<file path="config.mk">
export PLATFORM = sky130hd
export DESIGN_NAME = fetch_pc_unit
export DESIGN_NICKNAME = d
export VERILOG_FILES = /design/src/rtl/riscv_defines_pkg.sv /design/src/rtl/fetch_pc_unit_next_pc_mux.sv /design/src/rtl/fetch_pc_unit.sv
export SDC_FILE = /design/constraint.sdc
export NUM_CORES = 1
export LEC_CHECK = 0
export ABC_AREA = 1
export CAP_MARGIN = 20
export CORE_MARGIN = 8
export CORE_UTILIZATION = 30
export DETAILED_ROUTE_END_ITERATION = 8
export SYNTH_ARGS = -nofsm -noshare
export SYNTH_HDL_FRONTEND = slang
export SYNTH_SLANG_ARGS = --single-unit
</file>
<file path="constraint.sdc">
create_clock -name clk -period 5 [get_ports clk]
set_input_delay 1 -clock clk [delete_from_list [all_inputs] [get_ports clk]]
set_output_delay 1 -clock clk [all_outputs]
set_load 0.02 [all_outputs]
</file>
<file path="src/rtl/riscv_defines_pkg.sv">
// riscv_defines: shared types and constants for the fetch/BTB front end
package riscv_defines;
   localparam int TABLE_ENTRIES = 64;
   localparam int INDEX_WIDTH   = $clog2(TABLE_ENTRIES);
   localparam int TAG_WIDTH     = 32 - INDEX_WIDTH - 2;

   typedef struct packed {
      logic                 valid;
      logic [TAG_WIDTH-1:0] tag;
      logic [31:0]          target;
   } btb_entry_t;

   localparam logic [31:0] RESET_PC_DEFAULT = 32'h0000_0000;

   typedef enum logic [1:0] {BOOT, RUN, PEND} fetch_state_t;

   typedef struct packed {
      logic        valid;
      logic [31:0] pc;
      logic [31:0] pc_plus4;
      logic        pred_taken;
      logic [31:0] pred_target;
   } if_id_t;
endpackage

</file>
<file path="src/rtl/fetch_pc_unit_next_pc_mux.sv">
// next_pc_mux: priority select of the next fetch PC plus a kill flag for the IF/ID capture
module next_pc_mux (
   input  logic        redirect_e,
   input  logic [31:0] redirect_target_e,
   input  logic        redirect_d,
   input  logic [31:0] redirect_target_d,
   input  logic        pend_valid,
   input  logic [31:0] pend_target,
   input  logic        btb_hit,
   input  logic [31:0] pred_target,
   input  logic [31:0] pc_plus4,
   output logic [31:0] next_pc,
   output logic        kill
);
   // EX correction beats ID correction beats a latched ID target beats prediction beats sequential
   always_comb begin
      next_pc = redirect_e ? redirect_target_e :
                redirect_d ? redirect_target_d :
                pend_valid ? pend_target :
                btb_hit    ? pred_target : pc_plus4;
      kill    = redirect_e | redirect_d;
   end
endmodule

</file>
<file path="src/rtl/fetch_pc_unit.sv">
// fetch_pc_unit: fetch PC register, boot/pending-redirect FSM and IF/ID pipeline register
module fetch_pc_unit
   import riscv_defines::*;
#(
   parameter logic [31:0] RESET_PC = RESET_PC_DEFAULT
) (
   input  logic        clk,
   input  logic        reset,
   input  logic        stall_f,
   input  logic        stall_d,
   input  logic        flush_d,
   input  logic        btb_hit,
   input  logic [31:0] pred_target,
   input  logic        redirect_d,
   input  logic [31:0] redirect_target_d,
   input  logic        redirect_e,
   input  logic [31:0] redirect_target_e,
   output logic [31:0] pc_f,
   output logic        valid_d,
   output logic [31:0] pc_d,
   output logic [31:0] pc_plus4_d,
   output logic        pred_taken_d,
   output logic [31:0] pred_target_d
);
   fetch_state_t state_q, state_d;
   logic [31:0]  pc_q, pc_d_nx, pend_q, pend_d, mux_pc;
   if_id_t       if_id_q, if_id_d;
   logic         kill;

   next_pc_mux u_mux (
      .redirect_e        (redirect_e),
      .redirect_target_e (redirect_target_e),
      .redirect_d        (redirect_d),
      .redirect_target_d (redirect_target_d),
      .pend_valid        (state_q == PEND),
      .pend_target       (pend_q),
      .btb_hit           (btb_hit),
      .pred_target       (pred_target),
      .pc_plus4          (pc_q + 32'd4),
      .next_pc           (mux_pc),
      .kill              (kill)
   );

   // Next PC / state: BOOT holds one cycle, a stalled ID redirect is parked until the stall clears
   always_comb begin
      state_d = state_q;
      pc_d_nx = pc_q;
      pend_d  = pend_q;
      if (state_q == BOOT) begin
         state_d = RUN;
         pc_d_nx = redirect_e ? redirect_target_e : pc_q;
      end else if (redirect_e) begin
         state_d = RUN;
         pc_d_nx = redirect_target_e;
      end else if (stall_f) begin
         if (redirect_d) begin
            state_d = PEND;
            pend_d  = redirect_target_d;
         end
      end else begin
         state_d = RUN;
         pc_d_nx = mux_pc;
      end
   end

   // IF/ID capture: bubble on any redirect, flush or non-RUN state; an EX redirect kills even a held entry
   always_comb begin
      if_id_d = if_id_q;
      if (!stall_d)
         if_id_d = '{valid: !(kill | flush_d | (state_q != RUN)), pc: pc_q, pc_plus4: pc_q + 32'd4,
                     pred_taken: btb_hit, pred_target: pred_target};
      else if (redirect_e)
         if_id_d.valid = 1'b0;
   end

   // State, PC, pending target and IF/ID registers with asynchronous reset
   always_ff @(posedge clk or posedge reset) begin
      if (reset) begin
         state_q <= BOOT;
         pc_q    <= RESET_PC;
         pend_q  <= '0;
         if_id_q <= '0;
      end else begin
         state_q <= state_d;
         pc_q    <= pc_d_nx;
         pend_q  <= pend_d;
         if_id_q <= if_id_d;
      end
   end

   assign pc_f          = pc_q;
   assign valid_d       = if_id_q.valid;
   assign pc_d          = if_id_q.pc;
   assign pc_plus4_d    = if_id_q.pc_plus4;
   assign pred_taken_d  = if_id_q.pred_taken;
   assign pred_target_d = if_id_q.pred_target;
endmodule

</file>
==> results.toml <==
[global_route]
use_met2 = 0.278
grt_pass1_wl_um = 47200
top_usage_layer = "met2"
grt_max_degree = 73
grt_util_met1 = 0.256
antenna_found_initial = 6
grt_remaining_overflow = 0
grtUsageMet3 = 0.0377
grt_pass1_vias = 7864
grt.total_usage = 0.184

[synth]
yosys-top-cells-area = "dfrtp_1, nand2_1, o21ai_0"
syn_inst = 1106
yosysWarnings = 0
avgSynthCellArea_um2 = 7.46
synthMostInstantiatedCell = "nand2_1"
ys_async_sr_fraction = 1.00
seq_area_frac_synth = 0.492
synth_largest_area_cell = "dfrtp_1"
ys_ff_latch = 162
synth_top_area_frac = 0.492
ys.flop_type = "dfrtp_1"
synth_area_um2 = 8250
synth.distinct_cells = 34
syn_nets = 1211
synth_edf_count = 0
ys_top_cells_by_count = "nand2_1, dfrtp_1, inv_1"

[clock_network]
clkSlewWorstSetupHoldPaths_ps = 60
cts-resized-gates = 0
cts_root_buf = "clkbuf_16"
clk_latency_ps = 430
clkSinkCount = 162
cts_max_level = 4
post_cts_buffers = 0
cts_tree = "done"
cts-hold-fix-buffers = 0
cts_made_buffers = 17
cts_buffer_depth = 2

[floorplan]
ioPinCount = 234
coreArea_um2 = 27000
dieWidth_um = 182
die_h_um = 182
fp-row-count = 60
die-area_um2 = 33000
start_util = 0.306

[critical_path]
cp-end-kind = "flop"
ff2ff_setup_slack_ps = 2530
reg2reg_from = "state_q[1]$_DFFE_PP0P_"
r2r_end = "pc_f[8]$_DFFE_PP0P_"
critPathMaxFanout = 40
worst-r2r-cell-count = 9
arrival_ps = 3380
critPathRequiredTime_ps = 5310
startpoint_type = "input pin"
path_class = "input pin to flop"

[detailed_routing]
vias = 7870
detail-route-antenna-nets = 0
wl_per_cell_um = 18.4
via_per_inst = 4.74
drt_iter0_markers = 568
first_pass_iters = 5
drc = 0
wl_um = 30600

[cells_and_area]
final_layout_size_suffix_gt1_frac = 0.0494
nNetsFinal = 1413
postLayoutCoreUtil = 0.422
syn_to_final_growth_pct = 38.0
fin_area_um2 = 11400
instances_no_fill = 1661

[timing]
slew_viol_final = 0
tightest_slew_ps = 1020
setup_ws_ps = 1930
max_freq_mhz = 326
finalCritPeriodShare = 0.614
rsz0062_at_grt = "false"
holdWs_ps = 478
setup_viol = 0
hold_violations = 0
min_period_ps = 3070
finalSetupTns_ps = 0
relSlewSlack = 0.315
clock_skew_ps = 10.3

[place]
place_area_um2 = 10800
dp_cells = 1628
dp_hpwl_um = 23100
gp_congestion = 0.848
dp_worst_setup_slack_ps = 1500
port_buffers = 233

[min_path]
hold_end = "pc_d[3]$_DFFE_PP0N_"
holdPathStages = 2
min-delay-path-class = "flop to flop"
hold_start = "pc_d[3]$_DFFE_PP0N_"

[power_and_ir_drop]
p_per_area_nw_per_um2 = 341
ir_worst_vdd_mv = 0.211
p_total_mw = 3.88
leakagePower_nw = 5.25

[flow_run]
drv_cap = 0

[run_status]
status = "finished clean"
-- registers in the layout (all words and copies together), names as in the netlist --
register	flops
pc_f	32
pc_plus4_d	30
state_q	2
pred_target_d	32
valid_d	1
pc_d	32
pend_q	32
pred_taken_d	1
-- area by class of cell --
class                           instances  area (um^2)
Fill cell                            2722        15600
Inverter                              109          413
Timing Repair Buffer                  246         2460
Tap cell                              341          427
Clock buffer                           20          447
Multi-Input combinational cell        772         3500
Antenna cell                            4         10.0
Clock inverter                          7         65.1
Sequential cell                       162         4050
-- cell families after synthesis --
logic type,after synthesis,synth area share
AO/OA/AOI/OAI,232,0.151
XOR/XNOR,7,0.00744
adder cells (fa/ha/maj),1,0.00152
buffers and inverters,172,0.0845
flip-flops,162,0.492
multiplexers,2,0.00273
AND/OR/NAND/NOR,530,0.261
-- layout by cell type (no fill, tap or decap), drive strengths merged --
cell type / instances
xnor2: 2
diode: 4
a21oi: 86
ha: 1
mux2: 2
xor2: 5
o311ai: 3
nor3: 1
o21a: 1
nand2: 381
clkinvlp: 3
o2111ai: 1
bufinv: 1
and2: 3
buf: 14
a31oi: 22
nand3: 47
o21bai: 6
clkdlybuf4s50: 232
o21ai: 104
clkbuf: 20
o211ai: 5
dfrtp: 162
inv: 107
nor2: 98
clkinv: 5
a22oi: 4
-- critical path: stages --
cell and delay [ps]:
clkdlybuf4s50_1 710, inv_1 480, buf_4 500, nand3_1 280, nand2_1 120, nand3_1 70
nand2_1 120, a21oi_1 70
-- power breakdown --
group          total [mW]  internal (mW)  leakage [nW]  switching (mW)
Clock                1.21          0.680         0.249           0.527
Sequential           1.64           1.49          1.94           0.148
Combinational        1.03          0.446          3.06           0.589
-- routing by layer --
metal	share of wire	vias up	wire, um
met5	0.00075	-	23
met4	0.023	4	693
met3	0.059	38	1790
met2	0.44	252	13600
met1	0.47	3659	14500
li1	-	3917	-
-- how the worst max path moves through the flow --
stage,to,depth (start not counted),startpoint,slack [ps]
after floorplan,pc_d[0]$_DFFE_PP0N_,1,reset,1940
after global placement,pc_f[11]$_DFFE_PP0P_,8,btb_hit,1560
after detailed placement,pc_f[0]$_DFFE_PP0P_,6,redirect_d,1500
after CTS,pc_f[0]$_DFFE_PP0P_,6,redirect_d,1940
after global routing,pc_f[28]$_DFFE_PP0P_,9,btb_hit,1760
final,pc_f[11]$_DFFE_PP0P_,8,btb_hit,1930
Note: power is estimated with default switching activity, not from simulation.
==> RTL edit 1, RTL diff (same settings) <==
Encoding of `fetch_state_t`: now one-hot (3 bits for 3 states).
--- a/src/rtl/riscv_defines_pkg.sv
+++ b/src/rtl/riscv_defines_pkg.sv
@@ -13,5 +13,5 @@
    localparam logic [31:0] RESET_PC_DEFAULT = 32'h0000_0000;
 
-   typedef enum logic [1:0] {BOOT, RUN, PEND} fetch_state_t;
+   typedef enum logic [2:0] {BOOT = 3'b001, RUN = 3'b010, PEND = 3'b100} fetch_state_t;
 
    typedef struct packed {
Function: same outputs for any inputs over 4 cycles, from zero or initial values and one cycle with reset high; so few cycles prove little.
==> RTL edit 1 against the original RTL <==
Cell area grew 0.84%. Wire length decreased by 1.4%. Critical path type unchanged. Die area down 0.16%. Maximum frequency shrank 2.1%. Sequential cell count increased by 1. Synthesized area decreased by 0.18%. Total power up 3.2%. Register-to-register slack better by 0.03 ns. Clock skew is 0.0015 ns higher. Worst setup slack got worse by 0.064 ns.
==> RTL edit 1: results (changes against the original RTL) <==
set qor(reg2reg_setup_slack_ns) 2.56 ;# was 2.53 ns
set qor(fraction_of_final_layout_cells_sized_beyond_drive_strength_1_pct) 5.92 ;# was 4.94%
set qor(grt_pass1_vias) 7946 ;# was 7,864
set qor(netlist_top_cells_count) {sky130_fd_sc_hd__nand2_1 (322), sky130_fd_sc_hd__dfrtp_1 (162), sky130_fd_sc_hd__inv_1 (113)} ;# was sky130_fd_sc_hd__nand2_1 (374), sky130_fd_sc_hd__dfrtp_1 (162), sky130_fd_sc_hd__inv_1 (107)
set qor(wire_length_of_the_first_global_routing_pass_um) 47100 ;# was 47,200 um
set qor(p_leak_nw) 5.24 ;# was 5.25 nW
set qor(drt_iter0_drc) 608 ;# was 568
set qor(grt_max_degree) 164 ;# was 73
set qor(outcome) {completed} ;# unchanged
set qor(least_margin_pin_slew_ns) 1.06 ;# was 1.02 ns
set qor(synthTopCellsByArea) {sky130_fd_sc_hd__dfrtp_1 (49%), sky130_fd_sc_hd__nand2_1 (15%), sky130_fd_sc_hd__o21ai_0 (6.5%)} ;# was sky130_fd_sc_hd__dfrtp_1 (49%), sky130_fd_sc_hd__nand2_1 (17%), sky130_fd_sc_hd__o21ai_0 (6.3%)
set qor(postSynthNetCount) 1193 ;# was 1,211
set qor(post_route_skew_ns) 0.0118 ;# was 0.0103 ns
set qor(viasPerCell) 4.76 ;# was 4.74
set qor(synth.lib_cells_used.distinct) 33 ;# was 34
set qor(hpwlAfterDp_um) 22400 ;# was 23,100 um
set qor(critical_path.endpoint) {pend_q[3]} ;# was pc_f[11]
set qor(worst-endpoint-arrival_ns) 3.45 ;# was 3.38 ns
set qor(groute.usage.overall_pct) 18.3 ;# was 18.4%
set qor(worstRegToRegCells) 7 ;# was 9
set qor(path_max_fanout) 61 ;# was 40
set qor(slowest_stage) {sky130_fd_sc_hd__nand2_2} ;# was sky130_fd_sc_hd__clkdlybuf4s50_1
set qor(ctsResizeCount) 0 ;# unchanged
set qor(gp_congestion) 0.881 ;# was 0.848
set qor(critPathMaxStageDelay_ns) 0.74 ;# was 0.71 ns
set qor(yosys_most_used_dff) {sky130_fd_sc_hd__dfrtp_1} ;# unchanged
set qor(r2r_start) {state_q[1]} ;# unchanged
set qor(cts-buffers-inserted) 17 ;# unchanged
set qor(antenna_found_initial) 3 ;# was 6
set qor(vdd.ir_drop.worst_v) 0.000238 ;# was 0.000211 V
set qor(postPlaceCellArea_mm2) 0.0108 ;# about the same
set qor(avgRoutedWirePerCell_um) 18.4 ;# about the same
set qor(synth.yosys.seq_area_share_pct) 49.6 ;# was 49.2%
set qor(fin_nets) 1394 ;# was 1,413
set qor(setup.worst_path.start) {redirect_e} ;# was btb_hit
set qor(worst_r2r_endpoint) {pc_f[10]} ;# was pc_f[8]
==> RTL edit 1: through the flow <==
step	setup WS (ns)	power (mW)	hold WS, ns	std cells
floorplan	1.93	2.11	0.453	1088
CTS	1.81	4.04	0.483	1641
global placement	1.41	2.61	0.461	1610
global route	1.67	4.19	0.499	1644
finish	1.86	4.01	0.477	1644
detailed placement	1.36	2.63	0.464	1610
==> RTL edit 1: worst min path at each step <==
stage / start / end / slack [ns] / cells past startpoint
5_1_grt: pend_q[6] / pend_q[6] / 0.50 / 2
2_1_floorplan: pend_q[10] / pend_q[10] / 0.45 / 2
3_3_place_gp: pc_plus4_d[5] / pc_plus4_d[5] / 0.46 / 2
3_5_place_dp: pc_plus4_d[5] / pc_plus4_d[5] / 0.46 / 2
6_report: pred_target_d[6] / pred_target_d[6] / 0.48 / 2
4_1_cts: pc_plus4_d[5] / pc_plus4_d[5] / 0.48 / 2
==> RTL edit 1: cell families (layout without fill, tap and decap cells) <==
logic type | Yosys count | count (layout) | share of synthesized area, %
buffers and inverters | 180 | 393 | 8.59
adder cells (fa/ha/maj) | 1 | 1 | 0.152
AO/OA/AOI/OAI | 250 | 250 | 16.0
other | 0 | 2 | 0
XOR/XNOR | 7 | 7 | 0.745
flip-flops | 163 | 163 | 49.6
AND/OR/NAND/NOR | 484 | 484 | 24.5
multiplexers | 3 | 3 | 0.502
==> RTL edit 1: metal layers <==
| metal | global-route usage [%] | routed length (um) | vias up |
|---|---|---|---|
| li1 | - | - | 3891 |
| met1 | 24.1 | 13500 | 3623 |
| met2 | 28.5 | 13600 | 263 |
| met3 | 3.99 | 1980 | 44 |
| met4 | 7.94 | 1090 | 2 |
| met5 | 0 | 13 | - |
==> RTL edit 1: cell type report <==
type	count	area (um2)
Clock buffer	19	443
Clock inverter	12	178
Multi-Input combinational cell	745	3450
Sequential cell	163	4080
Timing Repair Buffer	244	2440
Tap cell	341	427
Fill cell	2699	15500
Antenna cell	2	5.00
Inverter	118	447
==> RTL edit 1: worst max-delay path: cells and delay by family <==
| kind | cells | cell delay [ns] |
|---|---|---|
| buffers and inverters | 5 | 1.04 |
| AND/OR/NAND/NOR | 3 | 0.97 |
| multiplexers | 1 | 0.42 |
==> RTL edit 1: where the power goes <==
group          internal [mW]  switching [mW]
clock                  0.850           0.553
combinational          0.423           0.562
sequential              1.49           0.132
==> RTL edit 2, RTL diff (config.mk and constraints unchanged) <==
Made on the original files. Make the reset (`reset`) synchronous in one clocked block. Comments in the files are not updated.
--- a/src/rtl/fetch_pc_unit.sv
+++ b/src/rtl/fetch_pc_unit.sv
@@ -75,5 +75,5 @@
 
    // State, PC, pending target and IF/ID registers with asynchronous reset
-   always_ff @(posedge clk or posedge reset) begin
+   always_ff @(posedge clk) begin
       if (reset) begin
          state_q <= BOOT;
Function: differs if reset is asserted again (counterexample within 4 cycles, from zero or initial values and one cycle with reset high); with reset held inactive, the same outputs for 4 cycles.
==> RTL edit 2 against the original RTL <==
Critical path depth increased by 2. Worst setup slack improved by 0.034 ns. Maximum frequency grew 1.1%. Total power decreased by 6.5%. Sequential power down 12%. Clock power up 22%. Via count is 5.8% higher. Sequential cell count unchanged. Wire length grew 2.8%. Synthesized area shrank 4.2%. Global-route usage rose by 0.94 points. Cell area fell by 2.7%. Synthesized cell count up 5.2%.
==> RTL edit 2: results (changes against the original RTL) <==
set qor(outcome) {completed} ;# unchanged
set qor(least_margin_pin_slew_ns) 0.873 ;# was 1.02 ns
set qor(avgRoutedWirePerCell_um) 18.6 ;# was 18.4 um
set qor(bufAreaShareNonClock_pct) 22.0 ;# was 21.7%
set qor(postSynthNetCount) 1268 ;# was 1,211
set qor(fin_cells) 1697 ;# was 1,661
set qor(number_of_non_clock_inverters) 132 ;# was 109
set qor(worst-endpoint-arrival_ns) 3.35 ;# was 3.38 ns
set qor(multi_input_logic_area_mm2) 0.00381 ;# was 0.00350 mm2
set qor(antenna_found_initial) 0 ;# was 6
set qor(synth.mux.area_fraction_pct) 0 ;# was 0.273%
set qor(flip_flop_and_latch_count) 162 ;# unchanged
set qor(hpwlAfterDp_um) 23500 ;# was 23,100 um
set qor(synth.yosys.seq_area_share_pct) 41.1 ;# was 49.2%
set qor(fraction_of_final_layout_cells_sized_beyond_drive_strength_1_pct) 5.51 ;# was 4.94%
set qor(fillers) 2701 ;# was 2,722
set qor(wire_length_of_the_first_global_routing_pass_um) 47700 ;# was 47,200 um
set qor(r2r_start) {state_q[1]} ;# unchanged
set qor(clock_buffers) 21 ;# was 20
set qor(vias) 8329 ;# was 7,870
set qor(multi_input_comb_cells) 791 ;# was 772
set qor(setup.worst_path.start) {redirect_e} ;# was btb_hit
set qor(postSynth.asyncResetShare_pct) 0 ;# was 100%
set qor(synthTopCellsByArea) {sky130_fd_sc_hd__dfxtp_1 (41%), sky130_fd_sc_hd__o21ai_0 (11%), sky130_fd_sc_hd__nand2_1 (8.5%)} ;# was sky130_fd_sc_hd__dfrtp_1 (49%), sky130_fd_sc_hd__nand2_1 (17%), sky130_fd_sc_hd__o21ai_0 (6.3%)
set qor(post_route_skew_ns) 0.0115 ;# was 0.0103 ns
set qor(compound_gate_portion_of_the_synthesized_area_pct) 23.4 ;# was 15.1%
set qor(ctsResizeCount) 0 ;# unchanged
set qor(gp_congestion) 0.845 ;# was 0.848
set qor(groute.usage.overall_pct) 19.4 ;# was 18.4%
set qor(critPathMaxStageDelay_ns) 0.39 ;# was 0.71 ns
set qor(synth_xor_xnor_area_share_pct) 0.998 ;# was 0.744%
set qor(path_max_fanout) 36 ;# was 40
set qor(clock_tree_cell_share_of_total_cell_area_pct) 5.94 ;# was 4.50%
set qor(synth.lib_cells_used.distinct) 37 ;# was 34
set qor(n_antenna_cell) 0 ;# was 4
set qor(vdd.ir_drop.worst_v) 0.000230 ;# was 0.000211 V
set qor(synthAdderAreaFrac_pct) 0.158 ;# was 0.152%
set qor(drt_iter0_drc) 882 ;# was 568
set qor(nNonClkBuffers) 247 ;# was 246
set qor(grt_max_degree) 74 ;# was 73
-- RTL edit 2: worst min path at each step --
| stage | startpoint | endpoint | slack, ns |
|---|---|---|---|
| floorplan | pend_q[2] | pend_q[2] | 0.42 |
| global placement | pend_q[3] | pend_q[3] | 0.44 |
| detailed placement | pend_q[2] | pend_q[2] | 0.44 |
| CTS | pend_q[2] | pend_q[2] | 0.45 |
| global route | pend_q[3] | pend_q[3] | 0.47 |
| finish | pend_q[2] | pend_q[2] | 0.45 |
-- RTL edit 2: metal layers --
layer	vias up	wire, um	part of all wire (%)	GRT usage (%)
li1	4167	-	-	-
met3	32	2170	6.9	4.30
met1	3833	15000	47	27.3
met2	297	13800	44	29.1
met4	0	580	1.8	5.51
met5	-	0	0	0
-- RTL edit 2: power by group --
part	internal, mW	total (mW)	switching (mW)	leakage (nW)
registers	1.38	1.45	0.0787	1.34
logic	0.296	0.693	0.397	2.85
clock network	0.934	1.48	0.545	0.313
total	2.61	3.63	1.02	4.51
-- RTL edit 2: logic make-up after synthesis --
logic type               count (synthesis)
buffers and inverters                  210
adder cells (fa/ha/maj)                  1
AO/OA/AOI/OAI                          338
AND/OR/NAND/NOR                        443
XOR/XNOR                                 9
flip-flops                             162
-- RTL edit 2: critical path: cells and delay by family --
kind / cells / cell delay [ns]
AOI/OAI and AO/OA: 2 / 0.25
buffers and inverters: 5 / 1.23
and+or+nand+nor: 3 / 0.85
-- RTL edit 2: metrics by stage --
step           area [um2]  setup WS (ns)
3_5_place_dp        10400           1.47
5_1_grt             11100           1.70
6_report            11100           1.96
4_1_cts             11100           1.93
2_1_floorplan        7900           2.88
3_3_place_gp        10400           1.52
